**src/rtl/branch_resolve_predict.sv**
```systemverilog
// branch_resolve_predict
//   Branch unit for the MIPS pipeline. It has three jobs:
//   - Resolve conditional branches in EX (BEQ/BNE/BLEZ/BGTZ/BLTZ/BGEZ/ALWAYS/NEVER).
//   - Own a 2-bit saturating-counter pattern history table (PHT) that feeds
//     taken predictions to IF.
//   - Emit a registered one-cycle mispredict/flush pulse, and keep saturating
//     branch and miss counters.
//
// Ports
//   i_clk, i_rst_n        clock, asynchronous active-low reset
//   i_pred_pc             PC being fetched
//   o_pred_taken          combinational prediction for i_pred_pc
//   i_res_valid           EX holds a branch to resolve this cycle
//   i_res_pc              PC of the resolving branch
//   i_res_a, i_res_b      rs / rt operands (i_res_b used only by BEQ/BNE)
//   i_res_type            0 BEQ, 1 BNE, 2 BLEZ, 3 BGTZ, 4 BLTZ, 5 BGEZ,
//                         6 ALWAYS, 7 NEVER
//   i_res_pred            prediction carried down the pipe for this branch
//   o_taken_q             registered resolved direction (holds when idle)
//   o_mispredict_q        registered one-cycle flush pulse
//   i_clear_stats         synchronous clear of the performance counters
//   o_branch_cnt          saturating count of resolved branches
//   o_miss_cnt            saturating count of mispredicts
module branch_resolve_predict #(
  parameter int WIDTH     = 32,
  parameter int PHT_DEPTH = 16,
  parameter int CNT_W     = 16
) (
  input  logic             i_clk,
  input  logic             i_rst_n,
  input  logic [WIDTH-1:0] i_pred_pc,
  output logic             o_pred_taken,
  input  logic             i_res_valid,
  input  logic [WIDTH-1:0] i_res_pc,
  input  logic [WIDTH-1:0] i_res_a,
  input  logic [WIDTH-1:0] i_res_b,
  input  logic [2:0]       i_res_type,
  input  logic             i_res_pred,
  output logic             o_taken_q,
  output logic             o_mispredict_q,
  input  logic             i_clear_stats,
  output logic [CNT_W-1:0] o_branch_cnt,
  output logic [CNT_W-1:0] o_miss_cnt
);

  localparam int IDX_W = $clog2(PHT_DEPTH);

  // 2-bit counter step, saturating at 00 / 11.
  function automatic logic [1:0] pht_step(input logic [1:0] e, input logic up);
    if (up) return (e == 2'b11) ? e : e + 2'd1;
    else    return (e == 2'b00) ? e : e - 2'd1;
  endfunction

  // Performance counter increment that sticks at all-ones.
  function automatic logic [CNT_W-1:0] cnt_sat_inc(input logic [CNT_W-1:0] v);
    return (&v) ? v : v + CNT_W'(1);
  endfunction

  logic [1:0]             r_pht [PHT_DEPTH];
  logic                   r_taken_p1;
  logic                   r_mispredict_p1;
  logic [CNT_W-1:0]       r_branch_cnt_p1;
  logic [CNT_W-1:0]       r_miss_cnt_p1;

  logic [IDX_W-1:0]       w_pred_idx;
  logic [IDX_W-1:0]       w_res_idx;
  logic signed [WIDTH-1:0] w_a_s;
  logic                   w_a_zero;
  logic                   w_a_neg;
  logic                   w_eq;
  logic                   w_cond_p0;
  logic                   w_mispredict_p0;
  logic                   w_unused_pc;

  // Word-aligned indexing: the low two PC bits and the bits above the
  // index never select an entry, so distinct PCs alias onto one entry.
  assign w_pred_idx  = i_pred_pc[IDX_W+1:2];
  assign w_res_idx   = i_res_pc[IDX_W+1:2];
  assign w_unused_pc = ^{i_pred_pc[WIDTH-1:IDX_W+2], i_pred_pc[1:0],
                         i_res_pc[WIDTH-1:IDX_W+2], i_res_pc[1:0]};

  // The read uses the pre-edge table contents, so a same-index
  // resolution in the same cycle is only seen by the predictor next cycle.
  assign o_pred_taken = r_pht[w_pred_idx][1];

  // ---- p0: condition evaluation (two's complement on rs) ----
  assign w_a_s    = i_res_a;
  assign w_a_zero = (i_res_a == '0);
  assign w_a_neg  = w_a_s[WIDTH-1];
  assign w_eq     = (i_res_a == i_res_b);

  always_comb begin
    w_cond_p0 = 1'b0;
    case (i_res_type)
      3'd0: w_cond_p0 = w_eq;
      3'd1: w_cond_p0 = !w_eq;
      3'd2: w_cond_p0 = w_a_neg || w_a_zero;
      3'd3: w_cond_p0 = !w_a_neg && !w_a_zero;
      3'd4: w_cond_p0 = w_a_neg;
      3'd5: w_cond_p0 = !w_a_neg;
      3'd6: w_cond_p0 = 1'b1;
      3'd7: w_cond_p0 = 1'b0;
      default: w_cond_p0 = 1'b0;
    endcase
  end

  assign w_mispredict_p0 = i_res_valid && (w_cond_p0 != i_res_pred);

  // ---- p1: registered resolution, PHT training, statistics ----
  always_ff @(posedge i_clk or negedge i_rst_n) begin
    if (!i_rst_n) begin
      for (int i = 0; i < PHT_DEPTH; i++) r_pht[i] <= 2'b01;
      r_taken_p1      <= 1'b0;
      r_mispredict_p1 <= 1'b0;
      r_branch_cnt_p1 <= '0;
      r_miss_cnt_p1   <= '0;
    end else begin
      r_mispredict_p1 <= w_mispredict_p0;
      if (i_res_valid) begin
        r_taken_p1       <= w_cond_p0;
        r_pht[w_res_idx] <= pht_step(r_pht[w_res_idx], w_cond_p0);
      end
      // Clear takes priority over a same-cycle resolution.
      if (i_clear_stats) begin
        r_branch_cnt_p1 <= '0;
        r_miss_cnt_p1   <= '0;
      end else begin
        if (i_res_valid)     r_branch_cnt_p1 <= cnt_sat_inc(r_branch_cnt_p1);
        if (w_mispredict_p0) r_miss_cnt_p1   <= cnt_sat_inc(r_miss_cnt_p1);
      end
    end
  end

  assign o_taken_q      = r_taken_p1;
  assign o_mispredict_q = r_mispredict_p1;
  assign o_branch_cnt   = r_branch_cnt_p1;
  assign o_miss_cnt     = r_miss_cnt_p1;

endmodule
```
**config.mk**
```make
export PLATFORM = sky130hd
export DESIGN_NAME = branch_resolve_predict
export DESIGN_NICKNAME = d
export VERILOG_FILES = /design/src/rtl/branch_resolve_predict.sv
export SDC_FILE = /design/constraint.sdc
export NUM_CORES = 1
export LEC_CHECK = 0
export CORE_UTILIZATION = 48
export CTS_BUF_LIST = sky130_fd_sc_hd__clkbuf_4
export CTS_CLUSTER_SIZE = 10
export DETAILED_ROUTE_END_ITERATION = 8
export GPL_ROUTABILITY_DRIVEN = 0
export GPL_TIMING_DRIVEN = 0
export PLACE_DENSITY = 0.89
export SLEW_MARGIN = 20
export SYNTH_ARGS = -nofsm -noshare
export SYNTH_HDL_FRONTEND = slang
export SYNTH_SLANG_ARGS = --single-unit
export TNS_END_PERCENT = 30
```
**constraint.sdc**
```tcl
create_clock -name i_clk -period 5.87 [get_ports i_clk]
set_input_delay 1.174 -clock i_clk [delete_from_list [all_inputs] [get_ports i_clk]]
set_output_delay 1.174 -clock i_clk [all_outputs]
set_load 0.01 [all_outputs]
```
==> summary.txt, run 1 <==
Worst skew pair latency -> 0.42 ns
Root buffer cell -> clkbuf_4
Final period util -> 0.7621
Clk slew on worst S/H paths -> 0.10 ns
Final setup fails -> 0
Max cap viols -> 0
Core region area -> 8341 um^2
Post-Synth XOR/XNOR Area -> 0.09356
Placed cells -> 618
Std-Cell Rows -> 33
First-pass GRT wire length -> 17,510 um
GRT Residual Overflow -> 0
Gate Count Post-Synth -> 402
CP Class -> in -> out
Routed Antenna Nets -> 0
Starting Density -> 0.5051
Via density -> 5.953
Drt first-iter violations -> 275
Min Tclk post-route -> 4.473 ns
Setup WS post-layout -> 1.397 ns
Clock Skews -> 0.01995 ns
Vias post-DR -> 3,774
Setup bufs post-CTS -> 0
Area growth from synthesis to layout -> 32.70%
Adder-Cell Fraction of Synth Area -> 0.01129
Detailed placer's ending HPWL -> 8840 um
FF+latch count, synth -> 66
Htree depth -> 3
Antenna Cells -> 0
Num CTS Buffers -> 9
IO Pins -> 171
Pin count of the biggest net entering global routing -> 41
Worst Hold Class -> reg -> reg
Vias in the first global route -> 3,696
Arr. time, crit path -> 3.30 ns
Compound-gate portion of the synthesized area -> 0.03861
EDFF count, synth -> 0
RSZ-0062 raised after global routing -> false
Leak -> 2.158 nW
PD cells -> 230.1 nW/um^2
Setup TNS -> 0 ns
Final hold violation count -> 0
Port Buf Inserts -> 110
Required @ worst endpoint -> 4.70 ns
Mux cell area share after synthesis -> 0.2091
Share of post-route cells with drive strength above 1 -> 0.1890
CTS Sinks -> 66
Deepest clock path buffer count -> 2
Final net count -> 662
Aggregate routed wire length -> 11,390 um
Ys flop type -> dfrtp_1
FFs w/ async S/R, synth -> 1.000
Largest family of logic cells by synthesized area -> simple AND/OR/NAND/NOR gates
Relative slew slack -> 0.4533
Synthesized area per cell -> 10.48 um^2
Gr usage total -> 0.2524
Post-Syn Nets -> 540
CTS tree -> done
Non-Filler Instances -> 634
Drt first pass iters -> 5
Status -> finished clean
Worst Setup Start Kind -> primary input
CTS hold repair buffers -> 0
Synth cell types -> 44
Post-synthesis simple-gate area fraction -> 0.2239
Initial antenna violation count -> 0
Syn. warnings -> 0
Filler cell count -> 620
DIE HEIGHT -> 95.69 um
Slew @ Worst Pin -> 0.8094 ns
Die area -> 9156 um^2
# DRC -> 0
Synth Cell Area -> 4213 um^2
Share of the yosys chip area belonging to registers -> 0.3968
Slew Viols, Final -> 0
Fmax -> 223.6 MHz
DP Worst Slack -> 1.385 ns
Largest fanout on the critical path -> 4
Crit path capture type -> output port
Post-DR wirelength/cell -> 17.96 um
Die width -> 95.69 um
Resized cells post-CTS -> 0
Worst VDD drop -> 0.2397 mV
logic make-up (layout without fill, tap and decap cells):
logic type / count (synthesis) / count (layout)
mux: 64 / 64
fa+ha+maj: 4 / 4
buf+inv: 21 / 148
simple gates: 179 / 179
flops: 66 / 66
compound gates: 23 / 23
xor+xnor: 45 / 45
cells in the final DEF, fill, tap and decap left out, types with 2 or more instances in the layout:
cell type / n
a21oi_1: 6
nand4_1: 24
nor2b_1: 10
inv_1: 5
nand2b_1: 5
buf_6: 4
nand2_1: 24
nor4_1: 12
clkinv_2: 3
nor2_1: 46
xor2_1: 10
and2_1: 2
dfstp_2: 16
o31ai_1: 4
dfrtp_1: 50
mux2_1: 2
clkbuf_4: 9
or3_1: 3
a31oi_1: 3
xnor2_1: 35
mux2i_1: 7
ha_1: 2
clkdlybuf4s50_1: 109
mux2_2: 40
nand3b_1: 2
clkinv_1: 2
clkbuf_1: 11
nor3b_1: 2
buf_4: 2
mux4_2: 15
maj3_2: 2
a41oi_1: 2
nor3_1: 18
or4_1: 6
nand3_1: 13
and3_1: 8
state kept, by name (all words and copies together) (netlist names):
name,flops
r_pht,32
o_branch_cnt,16
o_miss_cnt,16
o_mispredict_q,1
o_taken_q,1
where the power goes:
group          internal [mW]  leakage [nW]  switching [mW]
Clock                  0.125        0.0706           0.167
Sequential             0.571         0.853          0.0538
Combinational          0.222          1.23           0.147
Total                  0.918          2.16           0.369
synthesized netlist by cell type (2+ instances only):
master / instances / area share
a21oi_1: 6 / 0.0071
a31oi_1: 3 / 0.0045
a41oi_1: 2 / 0.0042
and2_1: 2 / 0.0030
and3_1: 8 / 0.012
buf_6: 4 / 0.011
clkbuf_1: 11 / 0.0098
dfrtp_1: 50 / 0.30
dfstp_2: 16 / 0.10
ha_1: 2 / 0.0059
inv_1: 5 / 0.0045
maj3_2: 2 / 0.0053
mux2_1: 2 / 0.0053
mux2_2: 40 / 0.11
mux2i_1: 7 / 0.017
mux4_2: 15 / 0.080
nand2_1: 24 / 0.021
nand2b_1: 5 / 0.0074
nand3_1: 13 / 0.015
nand3b_1: 2 / 0.0036
nand4_1: 24 / 0.036
nor2_1: 46 / 0.041
nor2b_1: 10 / 0.015
nor3_1: 18 / 0.021
nor3b_1: 2 / 0.0036
nor4_1: 12 / 0.018
o31ai_1: 4 / 0.0071
or3_1: 3 / 0.0045
or4_1: 6 / 0.011
xnor2_1: 35 / 0.073
xor2_1: 10 / 0.021
final timing paths:
check	startpoint	to	slack, ns	cells past startpoint
max	i_pred_pc[2]	o_pred_taken	1.40	4
min	o_taken_q$_DFFE_PN0P_	o_taken_q$_DFFE_PN0P_	0.55	2
max reg2reg	o_miss_cnt[9]$_DFFE_PN0P_	o_miss_cnt[10]$_DFFE_PN0P_	3.20	7
min reg2reg	o_taken_q$_DFFE_PN0P_	o_taken_q$_DFFE_PN0P_	0.55	2
max in group asynchronous	i_rst_n	r_pht[14]$_DFFE_PN1P_	4.60	2
min in group asynchronous	i_rst_n	o_miss_cnt[4]$_DFFE_PN0P_	0.67	1
per-layer routing:
layer	track usage	up-vias	wire length [um]
met5	0	-	0
met4	0.08831	0	193
met3	0.05343	25	1105
met2	0.4595	190	5752
met1	0.2913	1834	4334
li1	-	1725	-
worst max-delay path, stage by stage:
cell and delay (ns):
clkdlybuf4s50_1 0.63, mux4_2 0.55, mux4_2 0.46, clkdlybuf4s50_1 0.49
cell type report:
type	instances	area [um^2]	share of cell area
Tap cell	105	131.4	0.02350
Timing Repair Buffer	111	1119	0.2001
Buffer	16	93.84	0.01679
Multi-Input combinational cell	315	2429	0.4344
Inverter	5	18.77	0.003357
Sequential cell	66	1672	0.2990
Clock buffer	9	67.56	0.01209
Clock inverter	7	60.06	0.01074
stage by stage:
step	hold WS, ns	total power [mW]	util	area [um^2]
2_1_floorplan	0.4910	0.8489	-	4213
3_3_place_gp	0.5047	0.9736	0.6529	5445
3_5_place_dp	0.5234	1.002	0.6550	5463
4_1_cts	0.5476	1.288	0.6703	5590
5_1_grt	0.5641	1.351	0.6703	5590
6_report	0.5465	1.287	0.6703	5590
Power figures use the tool's default switching activity.
==> run 2, diff against run 1 <==
--- a/config.mk
+++ b/config.mk
@@ -5,13 +5,13 @@
 export SDC_FILE = /design/constraint.sdc
 export NUM_CORES = 1
 export LEC_CHECK = 0
-export CORE_UTILIZATION = 48
+export CORE_UTILIZATION = 41
 export CTS_BUF_LIST = sky130_fd_sc_hd__clkbuf_4
 export CTS_CLUSTER_SIZE = 10
 export DETAILED_ROUTE_END_ITERATION = 8
 export GPL_ROUTABILITY_DRIVEN = 0
 export GPL_TIMING_DRIVEN = 0
-export PLACE_DENSITY = 0.89
+export PLACE_DENSITY = 0.81
 export SLEW_MARGIN = 20
 export SYNTH_ARGS = -nofsm -noshare
 export SYNTH_HDL_FRONTEND = slang
==> constraint.sdc (replaced) <==
create_clock -name i_clk -period 4 [get_ports i_clk]
set_input_delay 0.8 -clock i_clk [delete_from_list [all_inputs] [get_ports i_clk]]
set_output_delay 0.8 -clock i_clk [all_outputs]
set_load 0.01 [all_outputs]
==> run 2 against run 1 <==
Net effect:
- sequential share of layout area down 0.26 points
- cell area up 0.87%
- clock-buffer cell count up 3
- non-clock buffer count unchanged
- clock power up 53%
- first-iteration DRC count up 28%
- critical path type unchanged
- largest power group unchanged
- combinational power up 47%
- critical path depth unchanged
- register-to-register slack worse by 1.8 ns
==> summary.txt, run 2 (synthesized netlist as in run 1, its figures left out) <==
DP Worst Slack -> 0.2021 ns (-1.183 ns)
Detail Route met2 WL -> 5820 um (+1.2%)
Drt first pass iters -> 5 (unchanged)
Clock group share of total power -> 0.235 (+0.008)
Arr. time, crit path -> 2.95 ns (-0.35 ns)
Deepest clock path buffer count -> 2 (unchanged)
Max incr delay on CP -> 0.63 ns (about the same)
Sw Share -> 0.2784 (-0.008160)
Int Pwr -> 1.372 mW (+49%)
Relative slew slack -> 0.4706 (+0.01733)
Final setup fails -> 0 (unchanged)
Vias post-DR -> 3,731 (-1.1%)
Min Tclk post-route -> 3.753 ns
Logic pwr share -> 0.286 (about the same)
Worst Setup Start Kind -> primary input
Htree depth -> 3 (unchanged)
Die area -> 10,680 um^2 (+17%)
CTS Sinks -> 66 (unchanged)
Aggregate routed wire length -> 11,510 um (+1.1%)
Die width -> 103.4 um (+8.0%)
Pin count of the biggest net entering global routing -> 49 (+20%)
Most common cell after layout, fill and taps aside -> clkdlybuf4s50_1
Port Buf Inserts -> 110 (unchanged)
Largest delay contributor family on the critical path -> buffers and inverters
Final hold violation count -> 0 (unchanged)
Area growth from synthesis to layout -> 33.86%
First-pass GRT wire length -> 17,450 um (-0.31%)
Max cap viols -> 0 (unchanged)
Via density -> 5.636 (-5.3%)
Top layer in use -> met4
R2r setup slk -> 1.38 ns (-1.82 ns)
Slew Viols, Final -> 0 (unchanged)
WL met3 -> 997 um (-9.8%)
Cell Chain, Critical Path -> clkdlybuf4s50_1 > mux4_2 > mux4_2 > clkdlybuf4s50_1
Antenna Cells -> 0 (unchanged)
RSZ-0062 raised after global routing -> false
Largest fanout on the critical path -> 4 (unchanged)
Worst path bufs/invs -> 2 (unchanged)
Num CTS Buffers -> 9 (unchanged)
DIE HEIGHT -> 103.4 um (+8.0%)
Root buffer cell -> clkbuf_4
Slew @ Worst Pin -> 0.7837 ns (-0.02565 ns)
NetSw -> 0.5293 mW (+44%)
Setup WS post-layout -> 0.2474 ns (-1.149 ns)
Commonest non-fill, non-tap cells in the layout -> clkdlybuf4s50_1 (109), dfrtp_1 (50), nor2_1 (46)
Filler cell count -> 828 (+34%)
Drt first-iter violations -> 352 (+28%)
Setup TNS -> 0 ns (unchanged)
# DRC -> 0 (unchanged)
Resized cells post-CTS -> 0 (unchanged)
Status -> finished clean
Std-Cell Rows -> 36 (+9.1%)
Worst VDD drop -> 0.1926 mV (-20%)
CTS tree -> done
Initial antenna violation count -> 0 (unchanged)
Slowest CP cell -> clkdlybuf4s50_1
Crit path capture type -> output port
Detailed placer's ending HPWL -> 8846 um (about the same)
Sequential share of power -> 0.479 (-0.007)
Post-DR wirelength/cell -> 17.39 um (-3.2%)
Leak -> 2.169 nW (+0.53%)
Core region area -> 9864 um^2 (+18%)
GRT Residual Overflow -> 0 (unchanged)
Vias in the first global route -> 3,670 (-0.70%)
CTS hold repair buffers -> 0 (unchanged)
Fmax -> 266.5 MHz
M1 WL -> 4486 um (+3.5%)
Worst skew pair latency -> 0.43 ns (about the same)
Required @ worst endpoint -> 3.20 ns (-1.50 ns)
Final period util -> 0.9382
Multi-input logic area -> 2429 um^2 (unchanged)
CP Class -> in -> out
Final net count -> 662 (unchanged)
PD cells -> 337.1 nW/um^2 (+46%)
Top reg by flops -> r_pht
Flip-flop and latch area -> 1672 um^2 (unchanged)
Largest register FFs -> 32 (unchanged)
Clk slew on worst S/H paths -> 0.11 ns (about the same)
Share of post-route cells with drive strength above 1 -> 0.1909 (+0.001890)
Starting Density -> 0.4271 (-0.07803)
Routed Antenna Nets -> 0 (unchanged)
Worst Hold Class -> in -> async
Setup bufs post-CTS -> 0 (unchanged)
Gr usage total -> 0.2185 (-0.03398)
Clock Skews -> 0.01217 ns (-0.007776 ns)
IO Pins -> 171 (unchanged)
[run 2: cell types whose count changed in the layout (fill, tap and decap cells not counted)]
cell	before	now
clkinv_1	2	1
buf_16	0	1
clkinv_2	3	2
clkinvlp_4	1	0
clkbuf_4	9	12
buf_12	1	0
[run 2: per-layer routing]
layer | vias up | track usage
li1 | 1733 | -
met1 | 1806 | 0.2461
met2 | 172 | 0.3984
met3 | 20 | 0.05040
met4 | 0 | 0.08667
met5 | - | 0
[run 2: cell type report]
cell class	count	area share
buffer	16	0.01664
clock buffer	12	0.01598
clock inverter	4	0.007766
inverter	5	0.003328
multi-input combinational	315	0.4307
sequential	66	0.2964
tap	133	0.02951
timing repair buffer	111	0.1997
[run 2: final timing paths]
path | startpoint | endpoint | cells past startpoint
setup / recovery | i_pred_pc[2] | o_pred_taken | 4
hold / removal | i_rst_n | r_pht[23]$_DFFE_PN0P_ | 1
setup reg to reg | o_miss_cnt[9]$_DFFE_PN0P_ | o_miss_cnt[10]$_DFFE_PN0P_ | 7
hold reg to reg | o_taken_q$_DFFE_PN0P_ | o_taken_q$_DFFE_PN0P_ | 2
max in group asynchronous | i_rst_n | r_pht[16]$_DFFE_PN1P_ | 2
min in group i_clk | o_taken_q$_DFFE_PN0P_ | o_taken_q$_DFFE_PN0P_ | 2
[run 2: worst reg2reg max path, cell delays in order, from the launching register on]
cell and delay, ns:
dfrtp_1 0.47, and3_1 0.26, and3_1 0.19, clkbuf_1 0.14, a41oi_1 0.67, nand4_1 0.21
or4_1 0.45, a21oi_1 0.17
[run 2: through the flow]
step | total power [mW] | util | std cells | area, um^2 | hold slack (ns)
after floorplan | 1.246 | - | 402 | 4213 | 0.4910
after global placement | 1.431 | 0.5556 | 645 | 5480 | 0.5045
after detailed placement | 1.467 | 0.5581 | 646 | 5505 | 0.5165
after CTS | 1.914 | 0.5717 | 662 | 5639 | 0.2142
after global routing | 2.003 | 0.5717 | 662 | 5639 | 0.2197
final | 1.901 | 0.5717 | 662 | 5639 | 0.2318
[run 2: power groups by stage]
stage	sequential (mW)	combinational (mW)	clock (mW)
2_1_floorplan	0.899	0.347	0
5_1_grt	0.926	0.583	0.494
6_report	0.911	0.543	0.447
3_5_place_dp	0.923	0.544	0
3_3_place_gp	0.911	0.520	0
4_1_cts	0.910	0.545	0.458
==> run 3, diff against run 2 <==
--- a/config.mk
+++ b/config.mk
@@ -5,13 +5,13 @@
 export SDC_FILE = /design/constraint.sdc
 export NUM_CORES = 1
 export LEC_CHECK = 0
-export CORE_UTILIZATION = 41
-export CTS_BUF_LIST = sky130_fd_sc_hd__clkbuf_4
+export CORE_UTILIZATION = 40
+export CTS_BUF_LIST = sky130_fd_sc_hd__clkbuf_16
 export CTS_CLUSTER_SIZE = 10
 export DETAILED_ROUTE_END_ITERATION = 8
 export GPL_ROUTABILITY_DRIVEN = 0
 export GPL_TIMING_DRIVEN = 0
-export PLACE_DENSITY = 0.81
+export PLACE_DENSITY = 0.79
 export SLEW_MARGIN = 20
 export SYNTH_ARGS = -nofsm -noshare
 export SYNTH_HDL_FRONTEND = slang
==> run 3 against run 2 <==
Net effect:
- critical path type unchanged
- sequential share of layout area fell by 0.86 points
- register-to-register slack improved by 0.05 ns
- cell count rose by 0.45%
- highest routed layer unchanged
- maximum frequency fell by 0.11%
- total power rose by 19%
- first-iteration DRC count fell by 37%
- clock-buffer cell count fell by 3
==> summary.txt, run 3 (synthesized netlist as in run 1, its figures left out) <==
Die area -> 10,950 um^2 (+2.5%)
Largest register FFs -> 32 (unchanged)
Routed Antenna Nets -> 0 (unchanged)
Min Hold Slack -> 0.3867 ns (+0.1549 ns)
R2r setup slk -> 1.43 ns (+0.05 ns)
Slew @ Worst Pin -> 0.7103 ns (-0.07339 ns)
Final hold violation count -> 0 (unchanged)
Deepest clock path buffer count -> 2 (unchanged)
Fmax -> 266.2 MHz (-0.11%)
Htree depth -> 3 (unchanged)
Max cap viols -> 0 (unchanged)
Status -> finished clean
Initial antenna violation count -> 0 (unchanged)
Worst skew pair latency -> 0.33 ns (-0.10 ns)
CTS tree -> done
Slowest CP cell -> clkdlybuf4s50_1
Gr usage total -> 0.2099 (-0.008571)
Leak -> 2.252 nW (+3.8%)
Final period util -> 0.9392 (+0.001045)
Starting Density -> 0.4099 (-0.01716)
CTS hold repair buffers -> 0 (unchanged)
Top reg by flops -> r_pht
Relative slew slack -> 0.5202 (+0.04957)
Port Buf Inserts -> 110 (unchanged)
Commonest non-fill, non-tap cells in the layout -> clkdlybuf4s50_1 (109), dfrtp_1 (50), nor2_1 (46)
Vias post-DR -> 3,722 (-0.24%)
RSZ-0062 raised after global routing -> false
Required @ worst endpoint -> 3.20 ns (about the same)
DP Worst Slack -> 0.2034 ns (+0.001308 ns)
CTS Sinks -> 66 (unchanged)
GRT Residual Overflow -> 0 (unchanged)
Min Tclk post-route -> 3.757 ns (+0.004180 ns)
Arr. time, crit path -> 2.96 ns (about the same)
Resized cells post-CTS -> 0 (unchanged)
Setup bufs post-CTS -> 0 (unchanged)
IO Pins -> 171 (unchanged)
Reg-to-reg endpoint -> o_miss_cnt[13]$_DFFE_PN0P_
Post-DR wirelength/cell -> 17.28 um (-0.61%)
Max incr delay on CP -> 0.64 ns (about the same)
Cell Chain, Critical Path -> clkdlybuf4s50_1 > mux4_2 > mux4_2 > clkdlybuf4s50_1
R2R depth -> 7 (unchanged)
Via density -> 5.597 (-0.69%)
Std-Cell Rows -> 37 (+2.8%)
Aggregate routed wire length -> 11,490 um (-0.16%)
Worst Hold Class -> in -> async
Worst Setup Start Kind -> primary input
Most common cell after layout, fill and taps aside -> clkdlybuf4s50_1
PD cells -> 390.5 nW/um^2 (+16%)
Largest fanout on the critical path -> 4 (unchanged)
Largest delay contributor family on the critical path -> buffers and inverters
Filler cell count -> 894 (+8.0%)
Drt first-iter violations -> 222 (-37%)
Crit path capture type -> output port
Worst VDD drop -> 0.2743 mV (+42%)
Die width -> 104.6 um (+1.2%)
CP Class -> in -> out
Post-layout util -> 0.5650 (-0.006653)
Slew Viols, Final -> 0 (unchanged)
Clock Skews -> 0.007136 ns (-0.005039 ns)
DIE HEIGHT -> 104.6 um (+1.2%)
# DRC -> 0 (unchanged)
Clk slew on worst S/H paths -> 0.05 ns (-0.06 ns)
Core region area -> 10,280 um^2 (+4.2%)
Share of post-route cells with drive strength above 1 -> 0.1853 (-0.005671)
Num CTS Buffers -> 9 (unchanged)
Final net count -> 662 (unchanged)
R2R Path Start -> o_miss_cnt[9]$_DFFE_PN0P_
Setup TNS -> 0 ns (unchanged)
Drt first pass iters -> 4 (-1)
Pin count of the biggest net entering global routing -> 40 (-18%)
First-pass GRT wire length -> 18,210 um (+4.3%)
Antenna Cells -> 0 (unchanged)
Worst path bufs/invs -> 2 (unchanged)
Vias in the first global route -> 3,825 (+4.2%)
Setup WS post-layout -> 0.2432 ns (-0.004180 ns)
Root buffer cell -> clkbuf_16
Area growth from synthesis to layout -> 37.84%
Detailed placer's ending HPWL -> 8794 um (-0.59%)
Final setup fails -> 0 (unchanged)
run 3: changes by cell type in the layout (fill, tap and decap cells not counted):
cell / previous run / this run
clkbuf_4: 12 / 0
buf_16: 1 / 0
buf_12: 0 / 1
clkinv_1: 1 / 0
clkinv_2: 2 / 1
inv_1: 5 / 9
clkbuf_16: 0 / 9
bufinv_16: 1 / 2
run 3: stage by stage:
stage	std cells	instance area [um^2]	power, mW
3_5_place_dp	649	5502	1.471
5_1_grt	665	5807	2.369
4_1_cts	665	5807	2.284
3_3_place_gp	648	5484	1.437
2_1_floorplan	402	4213	1.246
6_report	665	5807	2.268
run 3: worst max-delay path by stage:
stage                     slack (ns)  cells past startpoint          from                         to
after CTS                       0.24                      4  i_pred_pc[2]               o_pred_taken
final                           0.24                      4  i_pred_pc[2]               o_pred_taken
after detailed placement        0.20                      9   i_res_a[29]  o_miss_cnt[0]$_DFFE_PN0P_
after global routing            0.18                      4  i_pred_pc[2]               o_pred_taken
after floorplan                 1.00                      7   i_res_pc[3]      r_pht[15]$_DFFE_PN0P_
after global placement          0.02                      1       i_rst_n  o_miss_cnt[3]$_DFFE_PN0P_
run 3: layout make-up:
cell class / count / area [um^2] / area share
multi-input combinational: 315 / 2429 / 0.4182
sequential: 66 / 1672 / 0.2879
timing repair buffer: 111 / 1119 / 0.1926
clock buffer: 9 / 225.2 / 0.03878
tap: 136 / 170.2 / 0.02930
buffer: 16 / 93.84 / 0.01616
clock inverter: 7 / 80.08 / 0.01379
inverter: 5 / 18.77 / 0.003232
run 3: where the power goes:
group          internal [mW]  switching (mW)
clock                  0.535           0.272
sequential             0.841          0.0748
combinational          0.325           0.220
run 3: per-layer routing:
layer	global-route usage	part of all wire	wire (um)
met5	0	0	0
met1	0.2428	0.40	4624
met3	0.04991	0.074	849
met4	0.08451	0.027	314
met2	0.3723	0.50	5705
